## src/rtl/pipeline_regs.sv

```systemverilog
// Pipeline stage registers for IF/ID, ID/EX and EX/MEM with stall and flush.
// All outputs are registered; a stage of all zeros is the NOP encoding.
module pipeline_regs #(
  parameter int REG_W    = 16,
  parameter int INST_W   = 16,
  parameter int ADDR_W   = 16,
  parameter int RADDR_W  = 4,
  parameter int ALUOP_W  = 8,
  parameter int ALUSEL_W = 3
) (
  input  logic                clk,
  input  logic                rst,
  input  logic                stall_id,
  input  logic                flush,
  // IF/ID
  input  logic [ADDR_W-1:0]   if_pc,
  input  logic [INST_W-1:0]   if_inst,
  output logic [ADDR_W-1:0]   id_pc,
  output logic [INST_W-1:0]   id_inst,
  // ID/EX
  input  logic [ALUOP_W-1:0]  id_aluop,
  input  logic [ALUSEL_W-1:0] id_alusel,
  input  logic [REG_W-1:0]    id_reg1,
  input  logic [REG_W-1:0]    id_reg2,
  input  logic [RADDR_W-1:0]  id_wd,
  input  logic                id_wreg,
  output logic [ALUOP_W-1:0]  ex_aluop,
  output logic [ALUSEL_W-1:0] ex_alusel,
  output logic [REG_W-1:0]    ex_reg1,
  output logic [REG_W-1:0]    ex_reg2,
  output logic [RADDR_W-1:0]  ex_wd,
  output logic                ex_wreg,
  // EX/MEM
  input  logic [RADDR_W-1:0]  exr_wd,
  input  logic                exr_wreg,
  input  logic [REG_W-1:0]    exr_wdata,
  output logic [RADDR_W-1:0]  mem_wd,
  output logic                mem_wreg,
  output logic [REG_W-1:0]    mem_wdata
);

  always_ff @(posedge clk or posedge rst) begin
    if (rst) begin
      id_pc   <= '0;
      id_inst <= '0;
    end else if (flush) begin
      id_pc   <= '0;
      id_inst <= '0;
    end else if (!stall_id) begin
      id_pc   <= if_pc;
      id_inst <= if_inst;
    end
  end

  // A stalled decode stage injects a bubble into EX rather than repeating the instruction.
  always_ff @(posedge clk or posedge rst) begin
    if (rst) begin
      ex_aluop  <= '0;
      ex_alusel <= '0;
      ex_reg1   <= '0;
      ex_reg2   <= '0;
      ex_wd     <= '0;
      ex_wreg   <= 1'b0;
    end else if (flush || stall_id) begin
      ex_aluop  <= '0;
      ex_alusel <= '0;
      ex_reg1   <= '0;
      ex_reg2   <= '0;
      ex_wd     <= '0;
      ex_wreg   <= 1'b0;
    end else begin
      ex_aluop  <= id_aluop;
      ex_alusel <= id_alusel;
      ex_reg1   <= id_reg1;
      ex_reg2   <= id_reg2;
      ex_wd     <= id_wd;
      ex_wreg   <= id_wreg;
    end
  end

  always_ff @(posedge clk or posedge rst) begin
    if (rst) begin
      mem_wd    <= '0;
      mem_wreg  <= 1'b0;
      mem_wdata <= '0;
    end else if (flush) begin
      mem_wd    <= '0;
      mem_wreg  <= 1'b0;
      mem_wdata <= '0;
    end else begin
      mem_wd    <= exr_wd;
      mem_wreg  <= exr_wreg;
      mem_wdata <= exr_wdata;
    end
  end

endmodule

```

## config.mk

```make
export PLATFORM = sky130hd
export DESIGN_NAME = pipeline_regs
export DESIGN_NICKNAME = d
export VERILOG_FILES = /design/src/rtl/pipeline_regs.sv
export SDC_FILE = /design/constraint.sdc
export NUM_CORES = 1
export LEC_CHECK = 0
export BUFFER_PORTS_ARGS = -buffer_cell sky130_fd_sc_hd__buf_2
export CORE_MARGIN = 4
export CORE_UTILIZATION = 44
export CTS_CLUSTER_DIAMETER = 200
export DETAILED_ROUTE_END_ITERATION = 10
export PLACE_DENSITY_LB_ADDON = 0.1
export SKIP_LAST_GASP = 1
export SLEW_MARGIN = 20
export SYNTH_ARGS = -nofsm -noshare
export SYNTH_HDL_FRONTEND = slang
export SYNTH_SLANG_ARGS = --single-unit
```

## constraint.sdc

```tcl
create_clock -name clk -period 3.8 [get_ports clk]
set_input_delay 0.76 -clock clk [delete_from_list [all_inputs] [get_ports clk]]
set_output_delay 0.76 -clock clk [all_outputs]
set_load 0.02 [all_outputs]
```

==> parameters.txt, run 1 <==
Parameter                              Value

Synthesis
  Library cell with the highest instance count after synthesis ... dfrtp_1
  Number of synthesis warnings ... 0
  Top cells by count, synth ... dfrtp_1 (101), mux2i_1 (32), nor2_1 (32), and2_1 (28), nor2b_1 (21)
  Fraction of the yosys area taken by sequential cells ... roughly 70%
  Post-synthesis register bit count ... 101
  Net Count, Synth ... approximately 360
  Fraction of synthesis flops using an asynchronous set or reset pin ... 100%
  Area leader, netlist ... dfrtp_1
  Main area contributors after synthesis ... dfrtp_1 (70%), mux2i_1 (8.9%), and2_1 (4.8%), and2_4 (4.8%), nor2b_1 (3.6%)
  Per-instance average area after synthesis ... around 14 um2
  Dominant register cell in the synthesized netlist ... dfrtp_1
  Unique masters post-synth ... 15
  Cell area after technology mapping ... ~3600 um2
  Number of synthesized flops with an enable pin ... 0
  Top cell type's share of synthesized area ... about 70%
  Number of instances in the synthesized netlist ... between 200 and 300

Finish
  Antenna diode count ... 0
  Non-filler cells, final ... 560
  Core Util, Final ... about 62%
  Net total in the final layout ... 560
  Signed area change from the synthesized netlist to the final layout ... 34.0%
  Fraction of layout cells with a size suffix above 1 ... between 50 and 60%
  Fill cell instance count of the final layout ... between 600 and 700
  Layout Cell Area excl Fill ... 4840 um2

Power and ir drop
  Post-layout power ... 2.06 mW
  Worst-case vdd ir drop ... roughly 0.23 mV
  Pwr per Cell Area ... approximately 430 nW/um2
  Static Leakage ... 2.84 nW

GRT
  Initial antenna violation count ... 0
  Total overflow reported by the global router ... 0
  Met3 routing resource usage after global routing ... under 10%
  Met1 track demand over resource ... 17.7%
  Global-route wire length before repair ... around 13000 um
  All-layer global routing usage ... 16.7%
  Maximum number of pins on one net before global-route repair ... 90
  Via count of the first global-routing pass ... approximately 2600
  Busiest metal layer after global routing ... met2
  Met2 routing resource usage after global routing ... between 20% and 30%

Floorplanning
  I/O pin cnt ... 206
  Core box area ... 7850 um2
  Cell Rows ... 32
  Y dimension of the die ... roughly 99 um
  Horizontal extent of the die ... between 90 and 100 um
  Initial core utilization ... 46.0%
  Total die area ... 9720 um2

Timing
  Actual transition at the worst max-transition pin ... 1.03 ns
  RSZ-0062 raised after global routing ... false
  Final Hold Viols ... 0
  Worst-case setup margin in the final layout ... between 1.5 and 2 ns
  Final setup violation count ... 0
  Final critical delay including setup and external delays ... 1.83 ns
  Worst max-slew margin expressed relative to the limit ... 31.3%
  Post-route setup TNS ... 0 ns
  Highest achievable clock rate ... ~550 MHz
  Fin crit share ... ~48%
  Worst-case hold slack ... 0.525 ns
  Setup skew after layout ... 0 ns
  Fin. max-slew vios ... 0

Critical path
  Critical path data arrival time ... a little over 2 ns
  Critical-path cell list ... buf_2 -> nor2_8 -> and2_1
  RR Startpoint ... id_pc[11]
  Crit. End Element ... register
  Crit-path slowest cell ... buf_2
  Crit path buf inv count ... 1
  Highest fanout seen on the critical path ... 54
  Highest cell delay on the worst timing path ... 0.76 ns
  Category of the worst setup path launch point ... input pin
  CP required ... between 4 and 5 ns
  Worst setup startpoint ... flush
  Critical path start-end classification ... in -> reg
  Kind of cell adding the most delay to the critical path ... buffers and inverters

CTS
  Clock-pin transition on the worst setup and hold timing paths ... ~0.08 ns
  Clock root buffer ... clkbuf_8
  Depth of the CTS H-tree ... 3
  Clk buf depth ... 2
  Clock tree from TritonCTS ... built
  Clock latency of the later-clocked register in the worst-skew pair ... around 0.34 ns
  Post-CTS Hold Buffers ... 0
  Clk sinks ... just over 100
  Number of gates given a new drive strength after cts ... 0
  Setup bufs post-CTS ... 0
  Cts bufs inserted ... 9

Route
  Remaining design rule violation count ... 0
  Post-detailed-route count of antenna-violating nets ... 0
  Avg WL per Cell ... between 10 and 15 um
  DR iter-0 viols ... 64
  Wirelength, routed ... between 8000 and 9000 um
  Number of detailed-route iterations in the first pass ... 4
  Detailed-route via count ... between 2000 and 2500
  Vias per Instance ... 4.40

Status
  Run status ... completed

Placed design
  Cell area after placement ... ~4700 um2
  Input/output buffers ... 205
  Number of cells in the design after placement ... ~550
  Worst Setup Slack post-DPL ... ~1.6 ns
  RePlAce Congestion ... roughly 0.75
  Post-detailed-placement half-perimeter wirelength ... 6080 um

Hold path
  Path class of the lowest-slack min-delay path ... reg -> reg
  Min-delay src ... id_pc[0]

Run
  Maxcap violations ... 0
layout make-up:
cell class,instances,area [um2],area share (%)
Inverter,1,8.76,0.181
Clock buffer,10,138,2.84
Tap cell,102,128,2.64
Timing Repair Buffer,208,1050,21.7
Clock inverter,4,50.0,1.03
Sequential cell,101,2530,52.2
Multi-Input combinational cell,134,942,19.5
cell usage in the layout, fill, tap and decap left out:
master	netlist	layout
and2_4	20	20
clkinvlp_4	0	2
clkbuf_8	0	10
nor2_8	1	1
inv_6	0	1
bufinv_16	0	1
dfrtp_1	101	101
buf_4	1	3
mux2i_1	32	32
buf_2	2	205
nor2_1	32	32
nor2b_1	21	21
clkinv_2	0	1
and2_1	28	28
worst reg2reg max path, cell delays in order (launching register included):
cell and delay, ns:
dfrtp_1 0.39, mux2i_1 0.16, nor2_1 0.06
state kept, by name (all words and copies together), names as in the netlist:
name	cells
ex_aluop	8
ex_alusel	3
ex_reg1	16
ex_reg2	16
ex_wd	4
ex_wreg	1
id_inst	16
id_pc	16
mem_wd	4
mem_wdata	16
mem_wreg	1
cells by family (layout without fill, tap and decap cells):
group | Yosys count | count (layout) | synth area share, %
simple gates | 102 | 102 | 17.2
flops | 101 | 101 | 70.0
mux | 32 | 32 | 8.87
buf+inv | 16 | 223 | 3.95
layer usage:
layer,wire length (um),part of all wire [%]
met5,0,0
met4,166,2.1
met3,925,11
met2,4060,50
met1,2950,36
power breakdown:
group / internal [mW] / total (mW) / switching (mW)
Sequential: 1.12 / 1.14 / 0.0159
Clock: 0.314 / 0.647 / 0.332
Combinational: 0.115 / 0.278 / 0.163
Total: 1.55 / 2.06 / 0.511
path summary, 6_finish.rpt:
check                              end  slack (ns)  cells past startpoint
max                        ex_aluop[5]        1.97                      3
min                           id_pc[0]        0.53                      2
max reg2reg                  id_pc[11]        3.04                      2
min reg2reg                   id_pc[0]        0.53                      2
max in group asynchronous  ex_aluop[0]        2.59                      3
min in group asynchronous   ex_reg2[0]        0.56                      2
No activity file was read; power rests on OpenSTA's default activity.
==> run 2, diff against run 1 <==
Settings changed: CORE_UTILIZATION 44 to 39.
Clock period 3.8 ns to 1.6 ns, I/O delays scaled along.
==> parameters.txt, run 2 (synthesis gave the netlist of run 1 again) <==
Parameter                              Value

Timing
  Final critical delay including setup and external delays ... 1.23 ns
  Final setup violation count ... 0 (unchanged)
  RSZ-0062 raised after global routing ... false (unchanged)
  Setup skew after layout ... 0 ns (unchanged)
  Worst max-slew margin expressed relative to the limit ... 73.0% (was 31.3%)
  Actual transition at the worst max-transition pin ... 0.405 ns (was 1.03 ns)
  Fin. max-slew vios ... 0 (unchanged)
  Highest achievable clock rate ... 814 MHz
  Fin crit share ... around three quarters
  Post-route setup TNS ... 0 ns (unchanged)
  Final Hold Viols ... 0 (unchanged)

GRT
  Maximum number of pins on one net before global-route repair ... 69 (was 90)
  Total overflow reported by the global router ... 0 (unchanged)
  Initial antenna violation count ... 2 (was 0)
  Global-route wire length before repair ... 13400 um (was 12700 um)
  Via count of the first global-routing pass ... 2683 (was 2624)
  All-layer global routing usage ... 15.6% (was 16.7%)

Floorplanning
  Total die area ... 10900 um2 (was 9720 um2)
  I/O pin cnt ... 206 (unchanged)
  Core box area ... 8850 um2 (was 7850 um2)
  Initial core utilization ... 40.8% (was 46.0%)
  Horizontal extent of the die ... 104 um (was 98.6 um)
  Y dimension of the die ... 104 um (was 98.6 um)
  Cell Rows ... 34 (was 32)

Placed design
  Post-detailed-placement half-perimeter wirelength ... 6320 um (was 6080 um)
  RePlAce Congestion ... 0.712 (was 0.746)
  Input/output buffers ... 205 (unchanged)

Route
  DR iter-0 viols ... 37 (was 64)
  Remaining design rule violation count ... 0 (unchanged)
  Avg WL per Cell ... 14.7 um (was 14.5 um)
  Met3 WL post-DR ... 781 um (was 925 um)
  Wire length on met2 ... 4260 um (was 4060 um)
  Vias per Instance ... 4.39 (was 4.40)
  Detailed-route via count ... 2508 (was 2466)
  Number of detailed-route iterations in the first pass ... 3 (was 4)
  Metal-1 WL ... 3170 um (was 2950 um)
  Top layer used by detailed routing ... met5 (was met4)
  Post-detailed-route count of antenna-violating nets ... 0 (unchanged)
  Wirelength, routed ... 8420 um (was 8100 um)

CTS
  Setup bufs post-CTS ... 0 (unchanged)
  Number of gates given a new drive strength after cts ... 0 (unchanged)
  Clock root buffer ... clkbuf_8 (unchanged)
  Depth of the CTS H-tree ... 3 (unchanged)
  Clk buf depth ... 2 (unchanged)
  Clk sinks ... 101 (unchanged)
  Clock-pin transition on the worst setup and hold timing paths ... 0.10 ns (was 0.08 ns)
  Clock tree from TritonCTS ... built (unchanged)
  Clock latency of the later-clocked register in the worst-skew pair ... 0.35 ns (was 0.34 ns)
  Cts bufs inserted ... 9 (unchanged)
  Post-CTS Hold Buffers ... 0 (unchanged)

Critical path
  Critical path data arrival time ... 0.91 ns (was 2.05 ns)
  Crit-path slowest cell ... dfrtp_1 (was buf_2)
  Highest cell delay on the worst timing path ... 0.39 ns (was 0.76 ns)
  CP required ... 1.28 ns (was 4.02 ns)
  Kind of cell adding the most delay to the critical path ... flip-flops (was buffers and inverters)
  Category of the worst setup path launch point ... register (was input pin)
  Crit path buf inv count ... 1 (unchanged)
  Crit. End Element ... output port (was register)
  Critical path start-end classification ... reg -> out (was in -> reg)
  Highest fanout seen on the critical path ... 2 (was 54)
  Critical-path cell list ... buf_2 (was buf_2 -> nor2_8 -> and2_1)

Finish
  Net total in the final layout ... 563 (was 560)
  Core Util, Final ... 56.1% (was 61.7%)
  Fraction of layout cells with a size suffix above 1 ... 53.6% (was 53.3%)
  Signed area change from the synthesized netlist to the final layout ... 37.3% (was 34.0%)
  Fill cell instance count of the final layout ... 798 (was 682)
  Most frequent standard cell in the layout excluding fill and tap cells ... buf_2 (unchanged)
  Most used cells in the layout excluding fill and tap cells ... buf_2 (205), dfrtp_1 (101), mux2i_1 (32), nor2_1 (32), and2_1 (28) (unchanged)
  Antenna diode count ... 0 (unchanged)

Power and ir drop
  Pwr per Cell Area ... 1060 nW/um2 (was 426 nW/um2)
  Static Leakage ... 2.89 nW (was 2.84 nW)
  Worst-case vdd ir drop ... 0.432 mV (was 0.235 mV)

Hold path
  Path class of the lowest-slack min-delay path ... in -> async (was reg -> reg)

Status
  Run status ... completed (unchanged)

Run
  Maxcap violations ... 0 (unchanged)
==> run 2: layer usage <==
layer / up-vias / global-route usage, %
li1: 1192 / -
met1: 1179 / 17.8
met2: 113 / 26.2
met3: 20 / 6.15
met4: 4 / 6.46
met5: - / 0
==> run 2: final timing paths <==
check | slack (ns) | start | cells past startpoint | end
worst min-delay path | 0.06 | rst | 3 | ex_wd[2]
min in group clk | 0.17 | id_reg2[15] | 2 | ex_reg2[15]
worst min register to register | 0.52 | id_inst[8] | 2 | id_inst[8]
worst max register to register | 0.90 | id_pc[11] | 2 | id_pc[11]
worst max-delay path | 0.37 | id_pc[6] | 1 | id_pc[6]
max in group asynchronous | 1.20 | rst | 3 | ex_aluop[0]
==> run 2: stage by stage <==
step | cells | worst slack, ns | total power [mW] | instance area, um2 | hold slack, ns
floorplan | 251 | 0.0764 | 3.16 | 3620 | 0.449
global placement | 555 | 0.401 | 3.44 | 4720 | 0.459
detailed placement | 555 | 0.364 | 3.45 | 4720 | 0.470
CTS | 571 | 0.344 | 5.36 | 4960 | 0.0672
global route | 571 | 0.329 | 5.51 | 4960 | 0.0923
finish | 571 | 0.372 | 5.27 | 4960 | 0.0586
==> run 2: where the power goes <==
part	internal [mW]	leakage, nW	switching [mW]
Clock	1.04	0.116	0.842
Sequential	2.67	1.34	0.0385
Combinational	0.288	1.44	0.391
Total	3.99	2.89	1.27
==> run 2: area by class of cell <==
class	instances	area, um2	area share [%]
sequential	101	2530	51.0
timing repair buffer	211	1110	22.4
multi-input combinational	134	942	19.0
tap	108	135	2.72
clock buffer	10	128	2.57
clock inverter	6	111	2.25
inverter	1	7.51	0.151
==> run 3, diff against run 2 <==
Settings changed: ABC_AREA set to 1, CORE_UTILIZATION 39 to 43.
Clock period 1.6 ns to 1.26 ns, I/O delays scaled along.
==> parameters.txt, run 3 <==
Parameter                              Value

Finish
  Most frequent standard cell in the layout excluding fill and tap cells ... buf_2 (unchanged)
  Non-filler cells, final ... 676 (was 571)
  Fraction of layout cells with a size suffix above 1 ... 42.9% (was 53.6%)
  Fill cell instance count of the final layout ... 776 (was 798)
  Most used cells in the layout excluding fill and tap cells ... buf_2 (205), dfrtp_1 (101), inv_1 (69) (was buf_2 (205), dfrtp_1 (101), mux2i_1 (32), nor2_1 (32), and2_1 (28))
  Net total in the final layout ... 671 (was 563)
  Antenna diode count ... 0 (unchanged)
  Signed area change from the synthesized netlist to the final layout ... 38.0% (was 37.3%)
  Layout Cell Area excl Fill ... 4950 um2 (was 4960 um2)

CTS
  Clock root buffer ... clkbuf_8 (unchanged)
  Clk sinks ... 101 (unchanged)
  Clock-pin transition on the worst setup and hold timing paths ... 0.10 ns (about the same)
  Cts bufs inserted ... 9 (unchanged)
  Number of gates given a new drive strength after cts ... 0 (unchanged)
  Clock tree from TritonCTS ... built (unchanged)
  Clock latency of the later-clocked register in the worst-skew pair ... 0.34 ns (was 0.35 ns)
  Clk buf depth ... 2 (unchanged)
  Depth of the CTS H-tree ... 3 (unchanged)

Timing
  Actual transition at the worst max-transition pin ... 0.392 ns (was 0.405 ns)
  Fin. max-slew vios ... 0 (unchanged)
  Worst max-slew margin expressed relative to the limit ... 73.9% (was 73.0%)
  Fin crit share ... 93.4%
  RSZ-0062 raised after global routing ... false (unchanged)
  Worst-case hold slack ... 0.0813 ns (was 0.0586 ns)
  Final Hold Viols ... 0 (unchanged)
  Final setup violation count ... 0 (unchanged)
  Highest achievable clock rate ... 850 MHz
  Final critical delay including setup and external delays ... between 1 and 1.5 ns
  Setup skew after layout ... 0 ns (unchanged)

Run
  Maxcap violations ... 0 (unchanged)

Placed design
  Post-detailed-placement half-perimeter wirelength ... 6640 um (was 6320 um)
  RePlAce Congestion ... 0.766 (was 0.712)
  Number of cells in the design after placement ... 659 (was 555)
  Input/output buffers ... 205 (unchanged)
  Cell area after placement ... 4770 um2 (was 4720 um2)

GRT
  Total overflow reported by the global router ... 0 (unchanged)
  Met1 track demand over resource ... 22.3% (was 17.8%)
  All-layer global routing usage ... 18.3% (was 15.6%)
  Met3 routing resource usage after global routing ... 6.66% (was 6.15%)
  Busiest metal layer after global routing ... met2 (unchanged)
  Maximum number of pins on one net before global-route repair ... 49 (was 69)
  Global-route wire length before repair ... 14200 um (was 13400 um)
  Met2 routing resource usage after global routing ... 30.4% (was 26.2%)
  Via count of the first global-routing pass ... 2988 (was 2683)
  Initial antenna violation count ... 0 (was 2)

Critical path
  Setup slack of the most critical reg-to-reg path ... 0.60 ns (was 0.90 ns)
  Depth of the worst register-to-register path ... 2 (unchanged)
  Category of the worst setup path launch point ... register (unchanged)
  Crit path buf inv count ... 1 (unchanged)
  Kind of cell adding the most delay to the critical path ... flip-flops (unchanged)
  Crit. End Element ... output port (unchanged)
  RR Startpoint ... id_inst[10] (was id_pc[11])
  Highest cell delay on the worst timing path ... 0.40 ns (was 0.39 ns)
  CP required ... 1.01 ns (was 1.28 ns)
  Crit-path slowest cell ... dfrtp_1 (unchanged)
  Critical-path cell list ... buf_2 (unchanged)
  Highest fanout seen on the critical path ... 1 (was 2)
  Critical path start-end classification ... reg -> out (unchanged)
  Reg-to-Reg End ... id_inst[10] (was id_pc[11])
  Critical path data arrival time ... 0.92 ns (was 0.91 ns)

Synthesis
  Per-instance average area after synthesis ... 10.1 um2 (was 14.4 um2)
  Cell area after technology mapping ... 3590 um2 (was 3610 um2)
  Dominant register cell in the synthesized netlist ... dfrtp_1 (unchanged)
  Number of synthesis warnings ... 0 (unchanged)
  Fraction of the yosys area taken by sequential cells ... 70.5% (was 70.0%)
  Area leader, netlist ... dfrtp_1 (unchanged)
  Net Count, Synth ... 461 (was 356)
  Top cells by count, synth ... dfrtp_1 (101), inv_1 (70), nand2_1 (64), nor2_1 (59), nand3_1 (32) (was dfrtp_1 (101), mux2i_1 (32), nor2_1 (32), and2_1 (28), nor2b_1 (21))
  Top cell type's share of synthesized area ... 70.5% (was 70.0%)
  Unique masters post-synth ... 11 (was 15)
  Main area contributors after synthesis ... dfrtp_1 (70%), inv_1 (7.3%), nand2_1 (6.7%), nor2_1 (6.2%), nand3_1 (4.5%) (was dfrtp_1 (70%), mux2i_1 (8.9%), and2_1 (4.8%), and2_4 (4.8%), nor2b_1 (3.6%))
  Number of instances in the synthesized netlist ... 356 (was 251)
  Library cell with the highest instance count after synthesis ... dfrtp_1 (unchanged)
  Post-synthesis register bit count ... 101 (unchanged)
  Number of synthesized flops with an enable pin ... 0 (unchanged)
  Fraction of synthesis flops using an asynchronous set or reset pin ... 100% (unchanged)

Floorplanning
  Horizontal extent of the die ... 99.3 um (was 104 um)
  Core box area ... 8180 um2 (was 8850 um2)
  Total die area ... 9870 um2 (was 10900 um2)
  Initial core utilization ... 43.9% (was 40.8%)
  I/O pin cnt ... 206 (unchanged)
  Y dimension of the die ... 99.3 um (was 104 um)
  Cell Rows ... 33 (was 34)

Route
  Remaining design rule violation count ... 0 (unchanged)
  Vias per Instance ... 4.35 (was 4.39)
  DR iter-0 viols ... 95 (was 37)
  Number of detailed-route iterations in the first pass ... 5 (was 3)
  Post-detailed-route count of antenna-violating nets ... 0 (unchanged)
  Avg WL per Cell ... 13.0 um (was 14.7 um)
  Detailed-route via count ... 2942 (was 2508)
  Wirelength, routed ... 8780 um (was 8420 um)

Power and ir drop
  Static Leakage ... 3.20 nW (was 2.89 nW)
  Worst-case vdd ir drop ... 0.576 mV (was 0.432 mV)
  Pwr per Cell Area ... 1240 nW/um2 (was 1060 nW/um2)

Hold path
  Path class of the lowest-slack min-delay path ... in -> reg (was in -> async)
  Min-delay src ... exr_wreg
  Endpoint, Worst Hold ... mem_wreg
  Count of cells along the worst hold path ... 3

Status
  Run status ... completed (unchanged)
[run 3: changes by cell type in the layout (fill, tap and decap cells not counted), sizes merged, moves of 3 or more]
cell,change
mux2i,-32
nor2b,-21
clkinv,+3
nand2,+64
buf,+4
nor2,+37
and2,-48
inv,+73
bufinv,-3
nand3,+32
[run 3: cells by family after synthesis]
logic type             share of synthesized area [%]
buffers and inverters                           10.2
and+or+nand+nor                                 19.4
DFF                                             70.5
[run 3: worst max-delay path by stage]
stage | start | endpoint | slack (ns) | cells past startpoint
global route | ex_reg2[0] | ex_reg2[0] | 0.03 | 1
CTS | ex_reg2[0] | ex_reg2[0] | 0.06 | 1
finish | ex_reg2[0] | ex_reg2[0] | 0.08 | 1
global placement | stall_id | ex_reg1[9] | 0.20 | 5
floorplan | rst | ex_aluop[0] | -0.20 | 1
detailed placement | stall_id | ex_alusel[2] | 0.17 | 5
[run 3: repair_timing]
action,CTS,global route
setup endpoints to repair,0,0
buffers inserted,0,0
hold buffers,1,0
hold endpoints to repair,18,0
[run 3: report_power, final]
part	switching, mW	leakage (nW)	internal, mW
Combinational	0.537	1.77	0.316
Sequential	0.0517	1.34	3.39
Clock	1.10	0.0937	0.730
Total	1.69	3.20	4.43
[run 3: metal layers]
layer | share of wire, % | vias to the layer above
li1 | - | 1437
met1 | 37 | 1368
met2 | 51 | 127
met3 | 11 | 10
met5 | 0 | -
met4 | 1.4 | 0
[run 3: cell type report]
type | count | area, um2 | area share [%]
Clock buffer | 9 | 124 | 2.50
Clock inverter | 7 | 50.0 | 1.01
Inverter | 72 | 274 | 5.53
Multi-Input combinational cell | 166 | 696 | 14.1
Sequential cell | 101 | 2530 | 51.0
Tap cell | 105 | 131 | 2.65
Timing Repair Buffer | 216 | 1150 | 23.2
[run 3: per-stage QoR]
step,total power [mW],setup TNS [ns],setup slack (ns),utilization [%]
2_1_floorplan,3.96,-19.75,-0.196,-
3_3_place_gp,4.36,0,0.205,58.3
3_5_place_dp,4.37,0,0.172,58.3
4_1_cts,6.22,0,0.0605,60.6
5_1_grt,6.47,0,0.0345,60.6
6_report,6.12,0,0.0830,60.6
[run 3: worst min-delay path, cell delays in order]
cell,delay [ns]
buf_2,0.09
inv_1,0.04
nor2_1,0.03
